## src/rtl/stk_pkg.sv

```systemverilog
// Shared types for the stk command interface: opcodes, error flag and response layout.
package stk_pkg;

    localparam int STK_W_DEFAULT = 32;
    localparam int STK_N_DEFAULT = 16;

    typedef enum logic [1:0] {
        OP_ILL0 = 2'b00,
        OP_PUSH = 2'b01,
        OP_POP  = 2'b10,
        OP_ILL3 = 2'b11
    } opcode_t;

    typedef enum logic {
        ERR_NONE   = 1'b0,
        ERR_REJECT = 1'b1
    } err_t;

    typedef struct packed {
        opcode_t                  opcode;
        err_t                     err;
        logic [STK_W_DEFAULT-1:0] dat;
    } rsp_t;

    function automatic logic opcode_is_legal(opcode_t op);
        return (op == OP_PUSH) || (op == OP_POP);
    endfunction

endpackage

```

## src/rtl/stk_mem.sv

```systemverilog
// N x W flop array with one synchronous write port and one combinational read port.
module stk_mem #(
    parameter int W  = 32,
    parameter int N  = 16,
    parameter int AW = $clog2(N)
) (
    input  logic          clk,
    input  logic          wr_en,
    input  logic [AW-1:0] wr_addr,
    input  logic [W-1:0]  wr_dat,
    input  logic [AW-1:0] rd_addr,
    output logic [W-1:0]  rd_dat
);

    logic [W-1:0] mem_q [N];

    // NOTE: storage has no reset; an entry is only read after it was written,
    // so clearing it would cost a reset net on every bit for no behavioural gain.
    always_ff @(posedge clk) begin
        if (wr_en) begin
            mem_q[wr_addr] <= wr_dat;
        end
    end

    assign rd_dat = mem_q[rd_addr];

endmodule

```

## src/rtl/stk_engine.sv

```systemverilog
// Stack responder: executes PUSH/POP commands and returns one in-order response per accepted command.
module stk_engine
    import stk_pkg::*;
#(
    parameter int W = STK_W_DEFAULT,
    parameter int N = STK_N_DEFAULT
) (
    input  logic                   clk,
    input  logic                   rst,
    input  logic                   cmd_vld,
    input  logic [1:0]             cmd_opcode,
    input  logic [W-1:0]           cmd_dat,
    output logic                   cmd_rdy,
    output logic                   rsp_vld,
    output logic [1:0]             rsp_opcode,
    output logic [W-1:0]           rsp_dat,
    output logic                   rsp_err,
    input  logic                   rsp_rdy,
    output logic                   full,
    output logic                   empty,
    output logic [$clog2(N+1)-1:0] cnt
);

    localparam int CW = $clog2(N+1);
    localparam int AW = $clog2(N);

    typedef enum logic {
        S_IDLE = 1'b0,
        S_RSP  = 1'b1
    } state_t;

    typedef struct packed {
        opcode_t      opcode;
        err_t         err;
        logic [W-1:0] dat;
    } rsp_w_t;

    state_t        state_q, state_d;
    rsp_w_t        rsp_q, rsp_d;
    logic [CW-1:0] cnt_q, cnt_d;

    logic          accept;
    logic          mem_wr_en;
    logic [AW-1:0] mem_rd_addr;
    logic [W-1:0]  mem_rd_dat;
    opcode_t       op_in;

    assign op_in       = opcode_t'(cmd_opcode);
    assign full        = (cnt_q == CW'(N));
    assign empty       = (cnt_q == '0);
    assign cmd_rdy     = (state_q == S_IDLE) | rsp_rdy;
    assign accept      = cmd_vld & cmd_rdy;
    assign mem_rd_addr = AW'(cnt_q - CW'(1));

    stk_mem #(
        .W  (W),
        .N  (N),
        .AW (AW)
    ) u_mem (
        .clk     (clk),
        .wr_en   (mem_wr_en),
        .wr_addr (cnt_q[AW-1:0]),
        .wr_dat  (cmd_dat),
        .rd_addr (mem_rd_addr),
        .rd_dat  (mem_rd_dat)
    );

    // NOTE: every signal assigned here gets its default first, so no path
    // through the block can leave a value unassigned and infer a latch.
    always_comb begin
        state_d   = state_q;
        rsp_d     = rsp_q;
        cnt_d     = cnt_q;
        mem_wr_en = 1'b0;

        if (accept) begin
            state_d      = S_RSP;
            rsp_d.opcode = op_in;
            rsp_d.err    = ERR_REJECT;
            rsp_d.dat    = '0;
            if (opcode_is_legal(op_in)) begin
                if (op_in == OP_PUSH && !full) begin
                    mem_wr_en = 1'b1;
                    cnt_d     = cnt_q + CW'(1);
                    rsp_d.err = ERR_NONE;
                    rsp_d.dat = cmd_dat;
                end else if (op_in == OP_POP && !empty) begin
                    cnt_d     = cnt_q - CW'(1);
                    rsp_d.err = ERR_NONE;
                    rsp_d.dat = mem_rd_dat;
                end
            end
        end else if (state_q == S_RSP && rsp_rdy) begin
            state_d = S_IDLE;
        end
    end

    // NOTE: state uses non-blocking assignments so every flop samples the
    // pre-edge values regardless of statement order.
    always_ff @(posedge clk) begin
        if (rst) begin
            state_q <= S_IDLE;
            rsp_q   <= '0;
            cnt_q   <= '0;
        end else begin
            state_q <= state_d;
            rsp_q   <= rsp_d;
            cnt_q   <= cnt_d;
        end
    end

    assign rsp_vld    = (state_q == S_RSP);
    assign rsp_opcode = rsp_q.opcode;
    assign rsp_err    = rsp_q.err;
    assign rsp_dat    = rsp_q.dat;
    assign cnt        = cnt_q;

endmodule
```

## config.mk

```make
export PLATFORM = sky130hd
export DESIGN_NAME = stk_engine
export DESIGN_NICKNAME = d
export VERILOG_FILES = /design/src/rtl/stk_pkg.sv /design/src/rtl/stk_mem.sv /design/src/rtl/stk_engine.sv
export SDC_FILE = /design/constraint.sdc
export NUM_CORES = 1
export LEC_CHECK = 0
export ABC_AREA = 1
export BUFFER_PORTS_ARGS = -buffer_cell sky130_fd_sc_hd__buf_2
export CAP_MARGIN = 5
export CORE_ASPECT_RATIO = 2
export CORE_MARGIN = 4
export CORE_UTILIZATION = 58
export CTS_BUF_LIST = sky130_fd_sc_hd__clkbuf_8
export CTS_CLUSTER_SIZE = 14
export DETAILED_ROUTE_END_ITERATION = 7
export PLACE_DENSITY_LB_ADDON = 0.2
export SLEW_MARGIN = 30
export SYNTH_ARGS = -nofsm -noshare
export SYNTH_HDL_FRONTEND = slang
export SYNTH_SLANG_ARGS = --single-unit
```

## constraint.sdc

```tcl
create_clock -name clk -period 4.3 [get_ports clk]
set_input_delay 0.43 -clock clk [delete_from_list [all_inputs] [get_ports clk]]
set_output_delay 0.43 -clock clk [all_outputs]
set_load 0.1 [all_outputs]
```

# Yosys cells after proc, flatten, opt, wreduce, memory -nomap -nowiden
# Memories as Yosys holds them, arrays and structs flattened.
# Cells that the tools add are included.
[word_totals]
regBits = 41
latchBits = 0
ramBits = 512
mem_bits_ro = 0
inputBits = 38
output_inout_bits = 44
mem_count = 1
[mem_list]
columns = ["memory", "depth", "width", "read_ports", "rd_ports_with_merged_regs", "wr", "line_no", "source"]
rows = [
  ["u_mem.mem_q", 16, 32, 1, 0, 1, "stk_mem.sv:15", "logic [W-1:0] mem_q [N];"],
]
[classes]
add_sub_neg = 2
multipliers = 0
div_mod_pow = 0
n_lt_le_gt_ge = 0
eq_ne = 3
shifts = 0
mux = 12
bitwise = 3
n_reduce_logical = 10
[op_table]
columns = ["op", "count"]
rows = [
  ["$mux W33", 3],
  ["$mux W5", 2],
  ["$mux W1", 7],
  ["$add A5 B1 Y5 const B", 1],
  ["$eq A5 B5 Y1 const B", 1],
  ["$logic_not A5 Y1", 1],
  ["$sub A5 B1 Y5 const B", 1],
  ["$reduce_bool A2 Y1", 2],
  ["$logic_and A1 B1 Y1", 3],
  ["$reduce_and A3 Y1", 1],
  ["$eq A2 B1 Y1 const B", 1],
  ["$eq A2 B2 Y1 const B", 1],
  ["$logic_not A1 Y1", 2],
  ["$and A1 B1 Y1", 1],
  ["$logic_or A1 B1 Y1", 1],
  ["$not A1 Y1", 1],
  ["$or A1 B1 Y1", 1],
]

# Depth between registers and ports, before layout
[depth]
depth_word = 8
depth_mapped = 14
ltp_nobuf = 11

# Modules after synthesis
# Synthesis repeated with hierarchy kept, for this count alone.
[hier_totals]
hier_cells = 2455
area_unflattened_um2 = 24414.7
[modules_own_cells]
columns = ["module", "n_inst", "cells_each", "area_per_inst_um2"]
rows = [
  ["stk_mem", 1, 2088, 22089.9],
  ["stk_engine", 1, 367, 2324.7],
]

# Worst setup path before layout
# No wires, ideal clock.
[synth_path]
path_kind = "register to register"
from = "register cnt_q[0] (netlist: cnt[0])"
to = "memory u_mem.mem_q[3][0], enable pin"
setup_time_ps = 461
arrival_ps = 4680
required_time_ps = 3839
setup_slack_ps = -841
path_stages_with_launch = 11
n_path_buf = 3
cell_sequence = "dfxtp_1 buf_2 inv_2 buf_2 buf_2 ha_1 nand3_2 o21ai_2 nor2_2 inv_2 nor3_1"
[synth_via]
elab_chain_cells = 8
[synth_rtl]
columns = ["element", "line_no", "source"]
rows = [
  ["from (decl)", "stk_engine.sv:40", "logic [CW-1:0] cnt_q, cnt_d;"],
  ["from (signal assigned)", "stk_engine.sv:108", "cnt_q <= cnt_d;"],
  ["$eq A5 B5 Y1", "stk_engine.sv:49", "assign full = (cnt_q == CW'(N));"],
  ["$logic_not A1 Y1", "stk_engine.sv:82", "if (op_in == OP_PUSH && !full) begin"],
  ["$logic_and A1 B1 Y1", "stk_engine.sv:82", ""],
  ["$mux W1", "stk_engine.sv:82", ""],
  ["$mux W1", "stk_engine.sv:81", "if (opcode_is_legal(op_in)) begin"],
  ["$mux W1", "stk_engine.sv:76", "if (accept) begin"],
  ["$mux W1", "stk_mem.sv:20", "if (wr_en) begin"],
  ["$mux W1 (implied by the code)", "stk_mem.sv:21", "mem_q[wr_addr] <= wr_dat;"],
  ["to (decl)", "stk_mem.sv:15", ""],
]
# Several ways; a longest one is shown, not always the timed one.

# Final worst setup path
[layout_path]
from = "register cnt_q[0] (netlist: cnt[0])"
to = "memory u_mem.mem_q[10][4], enable pin"
# The elaborated chain is that of the path after synthesis.

==> metrics <==
static leakage 8.83 nW; Core ar. 37800 um2; count of antenna-violating nets left after detailed routing 0; clock tree root driver cell clkbuf_8; Area Growth Syn to Fin 11.1%; crit path buf inv count 2; number of clock buffers inserted by TritonCTS 72; count of final hold-check violations 0; count of buffers from port buffering 81; sort of element at the start of the critical path register; switching component of the power approximately 2.7 mW; leading area contributor after synthesis edfxtp_1; RSZ-0062 raised after global routing false; number of levels in the clock H-tree 3; std cell rows between 100 and 150; Setup Crit Path Kind reg -> reg; path class of the lowest-slack min-delay path in -> reg; worst supply voltage drop on vdd about 0.00026 V; fraction of post-synthesis cell area in the top cell type by area 69.5%; switching share of power roughly a quarter; Final nets about 2000; r2r setup slk 1.02 ns; sequential cell fraction of total power a little under three fifths; final slew viol count 0; total grt overflow 0; part of the Yosys area used for sequential elements about three quarters; iteration-0 DRC count of the detailed router 1438; TritonCTS clock tree done; P_int a little under 8 mW; clock network power share 34.8%; power density over cell area 434 nW/um2; Total Neg Setup Slack 0 ns; worst max-slew margin expressed relative to the limit between 30% and 40%; syn_nets about 1900; effective utilization at floorplan between 50 and 60%; overall power approximately 11 mW; average routed wire per standard cell approximately 23 um; critical path required time 4.61 ns; post-synthesis instance area 22100 um2; Worst Tran Pin Value roughly 0.99 ns; total routing resource utilization after global routing a little over a quarter; Worst path most repeated cell nor2_4; Sinks on Clock Net 553; pin count of the biggest net entering global routing 130; detailed-route vias per instance roughly 6.1; initial antenna violation count 1; combinational group share of total power about 9.9%; post-synthesis average cell area approximately 12 um2; fill cell total of the finished layout 2836; prevailing post-synth register cell edfxtp_1; layout cell share with drive strength beyond 1 between 10% and 20%; GP Congestion 0.782; number of synthesized register bits around 550; critical path depth in cells 8; Crit path largest cell delay 0.74 ns; detailed placement HPWL around 30000 um; top area cells in the synthesized netlist edfxtp_1 (70%), nand3_1 (11%), nand2_1 (9.8%), dfxtp_1 (3.7%), clkbuf_1 (1.1%); number of setup violations in the final report 0; EDFF count, synth just over 500; count of hold buffers inserted by post-cts repair 0; setup skew after layout ~0.030 ns; die width approximately 150 um; capture instance of the worst register-to-register path u_mem.mem_q[10][4]$_DFFE_PP_; Max Clock Freq ~0.30 GHz; cell family with the largest share of critical-path delay simple AND/OR/NAND/NOR gates; via count about 15000; result of the run completed; Critical R2R Launch cnt[0]$_SDFFE_PP0P_; cells traversed along the worst timing path inv_6 > ha_4 > nand3_2 > o21ai_2 > nor2_4 > nand2_1 > nor2_4 > buf_4; area of the die around 42000 um2; critical-path cell with the highest stage delay nor2_4; wire length of the first global-routing pass ~86000 um; share of synthesized registers carrying an async set or reset 0%; Worst setup startpoint cnt[0]$_SDFFE_PP0P_; wire length reported by the detailed router ~56000 um; clock-pin slew of the registers on the worst-case setup and hold paths about 0.070 ns; die height between 200 and 300 um; shortest period the worst path allows 3.28 ns; Resize count post-CTS 0; Mapped Cells roughly 1900; buffers inserted during post-CTS setup optimization 0; number of primary I/O pins 82; clock insertion delay at the later pin of the skew report 0.63 ns; number of cell instances on the worst register-to-register path 8; post-synth cell types 26; top fanout value on the critical path 69; largest buffer count on any clock path 3; ratio of final minimum period to clock period ~76%; Initial DRT Pass Iterations 5; number of global-route vias before repair 15000; type of element capturing the critical path register; maxcap violations 0; arrival time of data at the critical path endpoint 3.59 ns; endpoint of the most critical setup path u_mem.mem_q[10][4]$_DFFE_PP_; Residual DRC 0; Synth warnings 0
==> logic make-up after synthesis <==
logic type | Yosys count | synth area share, %
AOI/OAI and AO/OA | 79 | 2.17
xor gates and xnor gates | 4 | 0.192
adders and majority gates | 6 | 0.339
buffers and inverters | 148 | 2.72
DFF | 553 | 73.2
and+or+nand+nor | 1092 | 21.4
==> Yosys cell counts (6+ instances only) <==
| cell | n |
|---|---|
| buf_1 | 23 |
| clkbuf_1 | 65 |
| dfxtp_1 | 41 |
| a21oi_1 | 36 |
| edfxtp_1 | 512 |
| nand3_1 | 480 |
| ha_1 | 6 |
| buf_2 | 27 |
| a21boi_0 | 30 |
| inv_2 | 6 |
| o21ai_0 | 10 |
| nand2_1 | 576 |
| inv_1 | 24 |
| nor2_1 | 28 |
==> worst register-to-register path, delay by kind of cell (launching register included) <==
family	cells	cell delay [ns]
compound gates	1	0.12
fa+ha+maj	1	0.28
buf+inv	2	0.54
flops	1	0.38
simple gates	4	1.63
==> metal layers <==
| metal | wire length, um | vias to the layer above | track usage (%) |
|---|---|---|---|
| met2 | 29400 | 669 | 47.3 |
| met3 | 3940 | 156 | 3.91 |
| met5 | 0 | - | 0 |
| met4 | 2420 | 0 | 12.3 |
| li1 | - | 6813 | - |
| met1 | 20400 | 7387 | 33.4 |
==> worst min-delay path by stage <==
stage          depth (start not counted)                 from                          end
2_1_floorplan                          0           cmd_dat[0]  u_mem.mem_q[0][0]$_DFFE_PP_
3_3_place_gp                           2  cnt[4]$_SDFFE_PP0P_          cnt[4]$_SDFFE_PP0P_
3_5_place_dp                           2  cnt[4]$_SDFFE_PP0P_          cnt[4]$_SDFFE_PP0P_
4_1_cts                                3        cmd_opcode[1]   rsp_opcode[1]$_SDFFE_PP0P_
5_1_grt                                3        cmd_opcode[1]   rsp_opcode[1]$_SDFFE_PP0P_
6_report                               3        cmd_opcode[1]   rsp_opcode[1]$_SDFFE_PP0P_
==> state kept, by name (all words and copies together), names as in the netlist <==
| signal | cells |
|---|---|
| rsp_vld | 1 |
| u_mem.mem_q | 512 |
| rsp_dat | 32 |
| rsp_opcode | 2 |
| rsp_err | 1 |
| cnt | 5 |
==> power groups by stage <==
stage | clock, mW | combinational, mW | sequential, mW
after floorplan | 0 | 0.582 | 6.11
after global placement | 0 | 1.03 | 6.02
after detailed placement | 0 | 1.05 | 6.02
after CTS | 3.77 | 1.05 | 5.90
after global routing | 4.01 | 1.14 | 5.90
final | 3.72 | 1.05 | 5.90
==> final cells by class <==
cell class / instances / area, um2 / area share, %
Inverter: 30 / 120 / 0.489
Timing Repair Buffer: 120 / 825 / 3.36
Antenna cell: 1 / 2.50 / 0.0102
Multi-Input combinational cell: 1181 / 5480 / 22.3
Tap cell: 463 / 579 / 2.36
Clock inverter: 50 / 240 / 0.978
Sequential cell: 553 / 16200 / 65.9
Clock buffer: 82 / 1130 / 4.59
==> placed cells by master, fill, tap and decap left out, drive strengths merged, types with 6 or more instances in the layout <==
master	netlist	routed
nand2	577	577
edfxtp	512	512
nand3	481	481
buf	53	120
clkbuf	65	82
inv	30	52
dfxtp	41	41
a21oi	36	36
a21boi	32	32
nor2	30	30
clkinv	0	24
o21ai	11	11
ha	6	6
==> metrics by stage <==
stage          instance area [um2]  setup slack, ns  util, %  hold WS (ns)  std cells
2_1_floorplan                22100           -0.841        -         0.529       1882
3_3_place_gp                 23200             1.15     61.4         0.496       2347
3_5_place_dp                 23200             1.03     61.4         0.502       2347
4_1_cts                      24600             1.05     65.0        0.0566       2479
5_1_grt                      24600            0.909     65.0        0.0884       2480
6_report                     24600             1.02     65.0        0.0896       2480
Power figures use the tool's default switching activity.
